## src/rtl/traffic_pkg.sv

```systemverilog
// Shared definitions for the highway/country traffic-light controller pair.
// Contents:
//   LED_GREEN/LED_YELLOW/LED_RED - 3-bit one-hot light codes used by both controllers
//   hw_state_t                   - highway controller phase encoding
//   hw_led()                     - phase to light decode
//   max4()                       - largest of four timing parameters, used to size phase counters
package traffic_pkg;

    localparam logic [2:0] LED_GREEN  = 3'b001;
    localparam logic [2:0] LED_YELLOW = 3'b010;
    localparam logic [2:0] LED_RED    = 3'b100;

    typedef enum logic [1:0] {
        GREEN     = 2'd0,
        YELLOW    = 2'd1,
        RED_CLEAR = 2'd2,
        RED_WAIT  = 2'd3
    } hw_state_t;

    function automatic logic [2:0] hw_led(input hw_state_t s);
        case (s)
            GREEN:   return LED_GREEN;
            YELLOW:  return LED_YELLOW;
            default: return LED_RED;
        endcase
    endfunction

    function automatic int max4(input int a, input int b, input int c, input int d);
        int m;
        m = a;
        if (b > m) m = b;
        if (c > m) m = c;
        if (d > m) m = d;
        return m;
    endfunction

endpackage

```

## src/rtl/highway_ctrl_phase_timer.sv

```systemverilog
// Saturating per-phase cycle counter, shared with the country-road controller.
// Ports:
//   clk      - system clock
//   rst      - synchronous active-high reset, clears the count
//   clear_i  - restart the count at zero on the next edge (phase entry)
//   en_i     - count one per cycle while high
//   cnt_o    - current count; holds at all-ones instead of wrapping
module phase_timer #(
    parameter int W = 4
) (
    input  logic         clk,
    input  logic         rst,
    input  logic         clear_i,
    input  logic         en_i,
    output logic [W-1:0] cnt_o
);

    logic [W-1:0] cnt_q, cnt_d;

    // NOTE: every variable assigned in an always_comb gets a default first, so no path can infer a latch.
    always_comb begin
        cnt_d = cnt_q;
        if (clear_i) begin
            cnt_d = '0;
        end else if (en_i && (cnt_q != '1)) begin
            cnt_d = cnt_q + 1'b1;
        end
    end

    // NOTE: state registers use non-blocking assignments so every flop samples pre-edge values.
    always_ff @(posedge clk) begin
        if (rst) cnt_q <= '0;
        else     cnt_q <= cnt_d;
    end

    assign cnt_o = cnt_q;

endmodule

```

## src/rtl/highway_ctrl.sv

```systemverilog
// Highway-side traffic-light controller. Rests green; a latched country-road
// request (after minimum green) runs yellow, then an all-red guard, then hands
// right-of-way to the country controller with a one-cycle enable_c pulse and
// waits for the enable_h return pulse. A watchdog returns to green and sets a
// sticky fault if enable_h never arrives.
// Ports:
//   clk          - system clock, all logic on posedge
//   rst          - synchronous active-high reset
//   car_sensor   - country-road vehicle present (level)
//   enable_h     - one-cycle pulse from the country controller: highway may go
//   enable_c     - one-cycle pulse to the country controller: country may go
//   led_highway  - one-hot light (001 green, 010 yellow, 100 red)
//   fault        - sticky watchdog-expired flag
module highway_ctrl
    import traffic_pkg::*;
#(
    parameter int T_GREEN_MIN = 15,
    parameter int T_YELLOW    = 10,
    parameter int T_CLEAR     = 2,
    parameter int T_RED_MAX   = 60
) (
    input  logic       clk,
    input  logic       rst,
    input  logic       car_sensor,
    input  logic       enable_h,
    output logic       enable_c,
    output logic [2:0] led_highway,
    output logic       fault
);

    localparam int CNT_W = $clog2(max4(T_GREEN_MIN, T_YELLOW, T_CLEAR, T_RED_MAX)) + 1;

    // Last count value of each timed phase (phase of N cycles ends at count N-1).
    localparam logic [CNT_W-1:0] GREEN_LAST  = CNT_W'(T_GREEN_MIN - 1);
    localparam logic [CNT_W-1:0] YELLOW_LAST = CNT_W'(T_YELLOW - 1);
    localparam logic [CNT_W-1:0] CLEAR_LAST  = CNT_W'(T_CLEAR - 1);
    localparam logic [CNT_W-1:0] WAIT_LAST   = CNT_W'(T_RED_MAX - 1);

    hw_state_t        state_q, state_d;
    logic             req_q, req_d;
    logic             enable_c_q, enable_c_d;
    logic             fault_q, fault_d;
    logic [CNT_W-1:0] cnt;
    logic             wd_expire;

    // Counter restarts whenever the phase changes; no phase transitions to itself.
    phase_timer #(.W(CNT_W)) u_timer (
        .clk     (clk),
        .rst     (rst),
        .clear_i (state_d != state_q),
        .en_i    (1'b1),
        .cnt_o   (cnt)
    );

    always_comb begin
        state_d   = state_q;
        wd_expire = 1'b0;
        case (state_q)
            GREEN: begin
                // Current-cycle car_sensor counts too, so a car arriving exactly at minimum green is not delayed.
                if ((cnt >= GREEN_LAST) && (req_q || car_sensor)) state_d = YELLOW;
            end
            YELLOW: begin
                if (cnt >= YELLOW_LAST) state_d = RED_CLEAR;
            end
            RED_CLEAR: begin
                if (cnt >= CLEAR_LAST) state_d = RED_WAIT;
            end
            RED_WAIT: begin
                // enable_h takes priority over a watchdog expiry in the same cycle.
                if (enable_h) begin
                    state_d = GREEN;
                end else if (cnt >= WAIT_LAST) begin
                    state_d   = GREEN;
                    wd_expire = 1'b1;
                end
            end
            default: state_d = GREEN;
        endcase

        // Request latches only in green and is dropped on the way into yellow.
        req_d = 1'b0;
        if ((state_q == GREEN) && (state_d == GREEN)) req_d = req_q || car_sensor;

        // Handover pulse coincides with the first RED_WAIT cycle.
        enable_c_d = (state_q == RED_CLEAR) && (state_d == RED_WAIT);
        fault_d    = fault_q || wd_expire;
    end

    always_ff @(posedge clk) begin
        if (rst) begin
            state_q    <= GREEN;
            req_q      <= 1'b0;
            enable_c_q <= 1'b0;
            fault_q    <= 1'b0;
        end else begin
            state_q    <= state_d;
            req_q      <= req_d;
            enable_c_q <= enable_c_d;
            fault_q    <= fault_d;
        end
    end

    assign led_highway = hw_led(state_q);
    assign enable_c    = enable_c_q;
    assign fault       = fault_q;

endmodule

```

## config.mk

```make
export PLATFORM = sky130hd
export DESIGN_NAME = highway_ctrl
export DESIGN_NICKNAME = d
export VERILOG_FILES = /design/src/rtl/traffic_pkg.sv /design/src/rtl/highway_ctrl_phase_timer.sv /design/src/rtl/highway_ctrl.sv
export SDC_FILE = /design/constraint.sdc
export NUM_CORES = 1
export LEC_CHECK = 0
export CAP_MARGIN = 40
export CORE_UTILIZATION = 49
export CTS_BUF_LIST = sky130_fd_sc_hd__clkbuf_8
export CTS_CLUSTER_SIZE = 25
export DETAILED_ROUTE_END_ITERATION = 10
export PLACE_DENSITY_LB_ADDON = 0.15
export RECOVER_POWER = 25
export SYNTH_ARGS = -nofsm -noshare
export SYNTH_HDL_FRONTEND = slang
export SYNTH_HIERARCHICAL = 1
export SYNTH_SLANG_ARGS = --single-unit
```

## constraint.sdc

```tcl
create_clock -name clk -period 1.8 [get_ports clk]
set_input_delay 0.18 -clock clk [delete_from_list [all_inputs] [get_ports clk]]
set_output_delay 0.18 -clock clk [all_outputs]
set_load 0.02 [all_outputs]
```

# ---- Word level (Yosys, flattened, before mapping)
# Cells that the tools add are included.
dict set report totals {
  reg_bits 12
  latchBits 0
  ram_bits 0
  mem_bits_ro 0
  inputBits 4
  mem_count 0
}
dict set report op_classes {
  addsub 1
  mul 0
  div_mod_pow 0
  magnitude_cmp 4
  eq_ne 6
  shifts 0
  mux 10
  bitwise 1
  reduce_logical 9
}
# op n
set ops {}
lappend ops {{$ge 7x4->1 const B} 2}
lappend ops {{$mux 2} 5}
lappend ops {{$pmux 2 s4} 1}
lappend ops {{$add 7x1->7 const B} 1}
lappend ops {{$ge 7x1->1 const B} 1}
lappend ops {{$ge 7x6->1 const B} 1}
lappend ops {{$ne 7x7->1 const B} 1}
lappend ops {{$eq 2x2->1 const B} 3}
lappend ops {{$pmux 3 s2} 1}
lappend ops {{$logic_not 2->1} 2}
lappend ops {{$reduce_or 2->1} 2}
lappend ops {{$logic_and 1x1->1} 3}
lappend ops {{$mux 1} 3}
lappend ops {{$eq 2x1->1 const B} 1}
lappend ops {{$logic_or 1x1->1} 2}
lappend ops {{$ne 2x2->1} 1}
lappend ops {{$not 1->1} 1}

# ---- Logic depth before layout (Yosys ltp)
dict set report depth {
  depth_word 8
  ltp_mapped 7
  depth_no_buf 7
}

# ---- By module
# The synthesis kept the hierarchy.
# module n_inst cells_each area_per_inst_um2
set modules_own_cells {}
lappend modules_own_cells {phase_timer 1 36 341.6}
lappend modules_own_cells {highway_ctrl 1 36 306.5}

# ---- Least setup slack after synthesis
# No wires, ideal clock.
dict set report synth_path {
  kind {register to register}
  startpoint {register u_timer.cnt_q[5], in the netlist u_timer/cnt_o[5]}
  endpoint {register u_timer.cnt_q[5], in the netlist u_timer/cnt_o[5]}
  setup_ps 101
  arrival_ps 1896
  required_time_ps 1699
  setup_slack_ps -197
  path_stages_with_launch 7
  path_buffers 0
  synth_period_minus_slack_ps 1997
  cell_sequence {dfxtp_1 or4_4 o31ai_1 nand2_1 a21bo_2 or2_4 o41ai_1}
}
dict set report synth_between {
  elab_chain_cells 6
  word_cells_on_any_way 15
}
# element line_no
set synth_lines {}
lappend synth_lines {{start, declared} highway_ctrl_phase_timer.sv:18} ;# logic [W-1:0] cnt_q, cnt_d;
lappend synth_lines {{start signal, assigned} highway_ctrl_phase_timer.sv:33} ;# else cnt_q <= cnt_d;
lappend synth_lines {{$ge 7x6->1 / $ge 7x4->1 (equally long branches)} {highway_ctrl.sv:73, highway_ctrl.sv:61}}
lappend synth_lines {{$mux 2 / $logic_and 1x1->1 (equally long branches)} {highway_ctrl.sv:73, highway_ctrl.sv:61}}
lappend synth_lines {{$mux 2 (on tied branches)} {highway_ctrl.sv:71, highway_ctrl.sv:61}}
lappend synth_lines {{$pmux 2 s4} highway_ctrl.sv:58} ;# case (state_q)
lappend synth_lines {{$ne 2x2->1} highway_ctrl.sv:50} ;# .clear_i (state_d != state_q),
lappend synth_lines {{$reduce_or 2->1 (no source line)} n/a}
# Several ways; a longest one is shown, not always the timed one.
# A chain may end at the register's enable or synchronous reset.

# ---- Worst setup path after layout
dict set report layout_path {
  startpoint {register u_timer.cnt_q[3], in the netlist u_timer/cnt_o[3]}
  endpoint {register u_timer.cnt_q[5], in the netlist u_timer/cnt_o[5]}
}
# The elaborated chain is that of the path after synthesis.

==> results_dict.tcl <==
set metrics [dict create \
    status "finished with violations" \
    period_share_pct 108 \
    timing.hold.ws_ns 0.467 \
    area.growth.synth_to_final_pct 51.5 \
    final_net_count 112 \
    fin_total_pwr_mw 0.595 \
    setup_tns_ns -0.554 \
    cellLeakagePower_nw 0.421 \
    coreArea_mm2 0.00117 \
    place.detailed.hpwl_um 1330 \
    ant_nets 0 \
    violations "negative setup slack" \
    crit_path_start_kind "register" \
    numCtsBuffers 3 \
    cp.required_ns 1.94 \
    grt_pass1_vias 686 \
    post-place-ws_ns -0.158 \
    dp_cells 116 \
    grt_pass1_wl_um 3090 \
    hp-class "reg2reg" \
    start_util_pct 55.3 \
    power.density_mw_per_mm2 606 \
    p_sw_mw 0.139 \
    period_minus_slack_ns 1.94 \
    cp.arrival_ns 2.08 \
    cts_buffer_depth 2 \
    drt-pass1-iter-count 4 \
    fp.dieH_um 38.4 \
    crit_fanout 4 \
    gp_congestion 0.817 \
    holdBufCountCts 0 \
    io_buffer_count 8 \
    antenna_found_initial 0 \
    cts_root_buf "clkbuf_8" \
    placed_cell_area_um2 910 \
    pwr-share-clk_pct 41.7 \
    cts.sinks 12 \
    end_kind "register" \
    internal_power_mw 0.456 \
    num_antenna_cells 0 \
    maxSlewViolCount 0 \
    drv_cap 0 \
    hold_viol 0 \
    synthTopCellsByArea "dfxtp_1, nand2_1, and3_4, nor2_1, a21oi_1" \
    ys_ff_latch 12 \
    ys_seq_area_share_pct 37.1 \
    stdcell_count 120 \
    fin_area_um2 982 \
    dieArea_mm2 0.00147 \
    seq_power_share_pct 46.4 \
    h-tree-depth 1 \
    initialDrtViolationCount 30 \
    yosysWarnings 6 \
    nFillCells 77 \
    skew_ns 0.00889 \
    cts.clk_slew.worst_paths_ns 0.06 \
    vias_per_cell 6.00 \
    max-vdd-ir-drop_mv 0.395 \
    reg2reg_slack_ns -0.14 \
    switching_share_pct 23.3 \
    pwr-share-comb_pct 11.9 \
    cts_tree "built" \
    yosys.area.top_type "dfxtp_1" \
    num_vias 720 \
    grt_overflow_total 0 \
    fmax_mhz 517 \
    grt_start_max_net_pins 8 \
    drc 0 \
    num_io_pins 9 \
    die_w_um 38.4 \
    wl_per_cell_um 15.8 \
    clock_latency_ns 0.24 \
    synth_area_per_cell_um2 9.00 \
    yosys.area.top_type_share_pct 37.1 \
    yosysUniqueCellTypes 34 \
    synth_area_um2 648 \
    cts_setup_buffers 0 \
    path_class "reg2reg" \
    rsz0062_at_grt "true" \
    setup_viol 6 \
    syn_inst 72 \
    worst_slack_ns -0.136 \
    drive_gt1_share_pct 35.8 \
    placementRows 12 \
    post-route-util_pct 83.9 \
    wl_um 1890 \
    gr-usage-all-layers_pct 31.6 \
]
## state kept, by name, summed over array words and instances, names as in the netlist
| signal | flops |
|---|---|
| enable_c | 1 |
| fault | 1 |
| req_q | 1 |
| state_q | 2 |
| u_timer/cnt_o | 7 |
## cell families after synthesis
kind of cell | share of synthesized area [%]
flops | 37.1
fa+ha+maj | 1.93
buf+inv | 0.579
other cells | 0.579
mux | 3.09
compound gates | 27.6
simple gates | 29.2
## per-layer routing
layer | global-route usage (%) | vias to the layer above | wire length (um)
met2 | 53.8 | 37 | 905
met1 | 38.3 | 333 | 810
met5 | 0 | - | 0
met4 | 12.1 | 0 | 72
li1 | - | 340 | -
met3 | 6.98 | 10 | 105
## path summary, 6_finish.rpt
path / startpoint / cells past startpoint / to
worst min register to register: fault$_SDFF_PP0_ / 2 / fault$_SDFF_PP0_
worst max-delay path: u_timer/cnt_o[3]$_SDFFE_PP0P_ / 7 / u_timer/cnt_o[5]$_SDFFE_PP0P_
worst max register to register: u_timer/cnt_o[3]$_SDFFE_PP0P_ / 7 / u_timer/cnt_o[5]$_SDFFE_PP0P_
worst min-delay path: fault$_SDFF_PP0_ / 2 / fault$_SDFF_PP0_
## timing repair
action	in CTS	in global routing
endpoints found under the setup margin	7	7
resized for setup	4	3
pin swaps	4	4
## cell usage in the layout (no fill, tap or decap), drive strengths merged, types with 2 or more instances in the layout
cell	n
a21bo	2
a41oi	2
conb	7
or3	4
nor2	6
dfxtp	12
buf	17
and3	2
a21oi	4
mux2i	2
nand2	7
nand3	3
nor2b	2
clkbuf	3
o21ai	2
o21bai	2
clkdlybuf4s50	8
nor3	4
## critical path: stages, from the launching register on
cell,delay [ns]
dfxtp_1,0.31
or4_4,0.55
buf_6,0.14
o211ai_2,0.07
nand2_1,0.07
a21bo_2,0.23
or2_4,0.26
o41ai_2,0.18
## power by group through the flow
stage	logic, mW	registers [mW]	clock network (mW)
5_1_grt	0.0779	0.276	0.268
4_1_cts	0.0684	0.276	0.252
3_3_place_gp	0.0632	0.281	0
6_report	0.0707	0.276	0.248
3_5_place_dp	0.0661	0.281	0
2_1_floorplan	0.0302	0.282	0
## synth_stat cells (all sizes together)
cell type / instances
conb: 1
o21ai: 2
a31oi: 1
o311ai: 1
and3: 2
or3: 4
dfxtp: 12
clkbuf: 1
o31ai: 1
a31o: 1
nand2b: 1
nor2b: 2
mux2i: 2
o41ai: 1
nor4b: 1
o21bai: 2
and4: 1
or4: 1
o211ai: 1
a21bo: 2
a21boi: 1
o21ba: 1
a211oi: 1
ha: 1
a21oi: 4
a221oi: 1
nand2: 7
or2: 1
nor3: 4
nor2: 6
a41oi: 2
nand3: 3
## final cells by class
cell class              instances  area (um2)  area share, %
clock buffers                   3        41.3           4.20
clock inverters                 1        3.75          0.382
multi-input cells              65         464           47.3
flip-flops and latches         12         244           24.8
well taps                      14        17.5           1.78
repair buffers                 25         211           21.5
(Power assumes the default switching activity.)
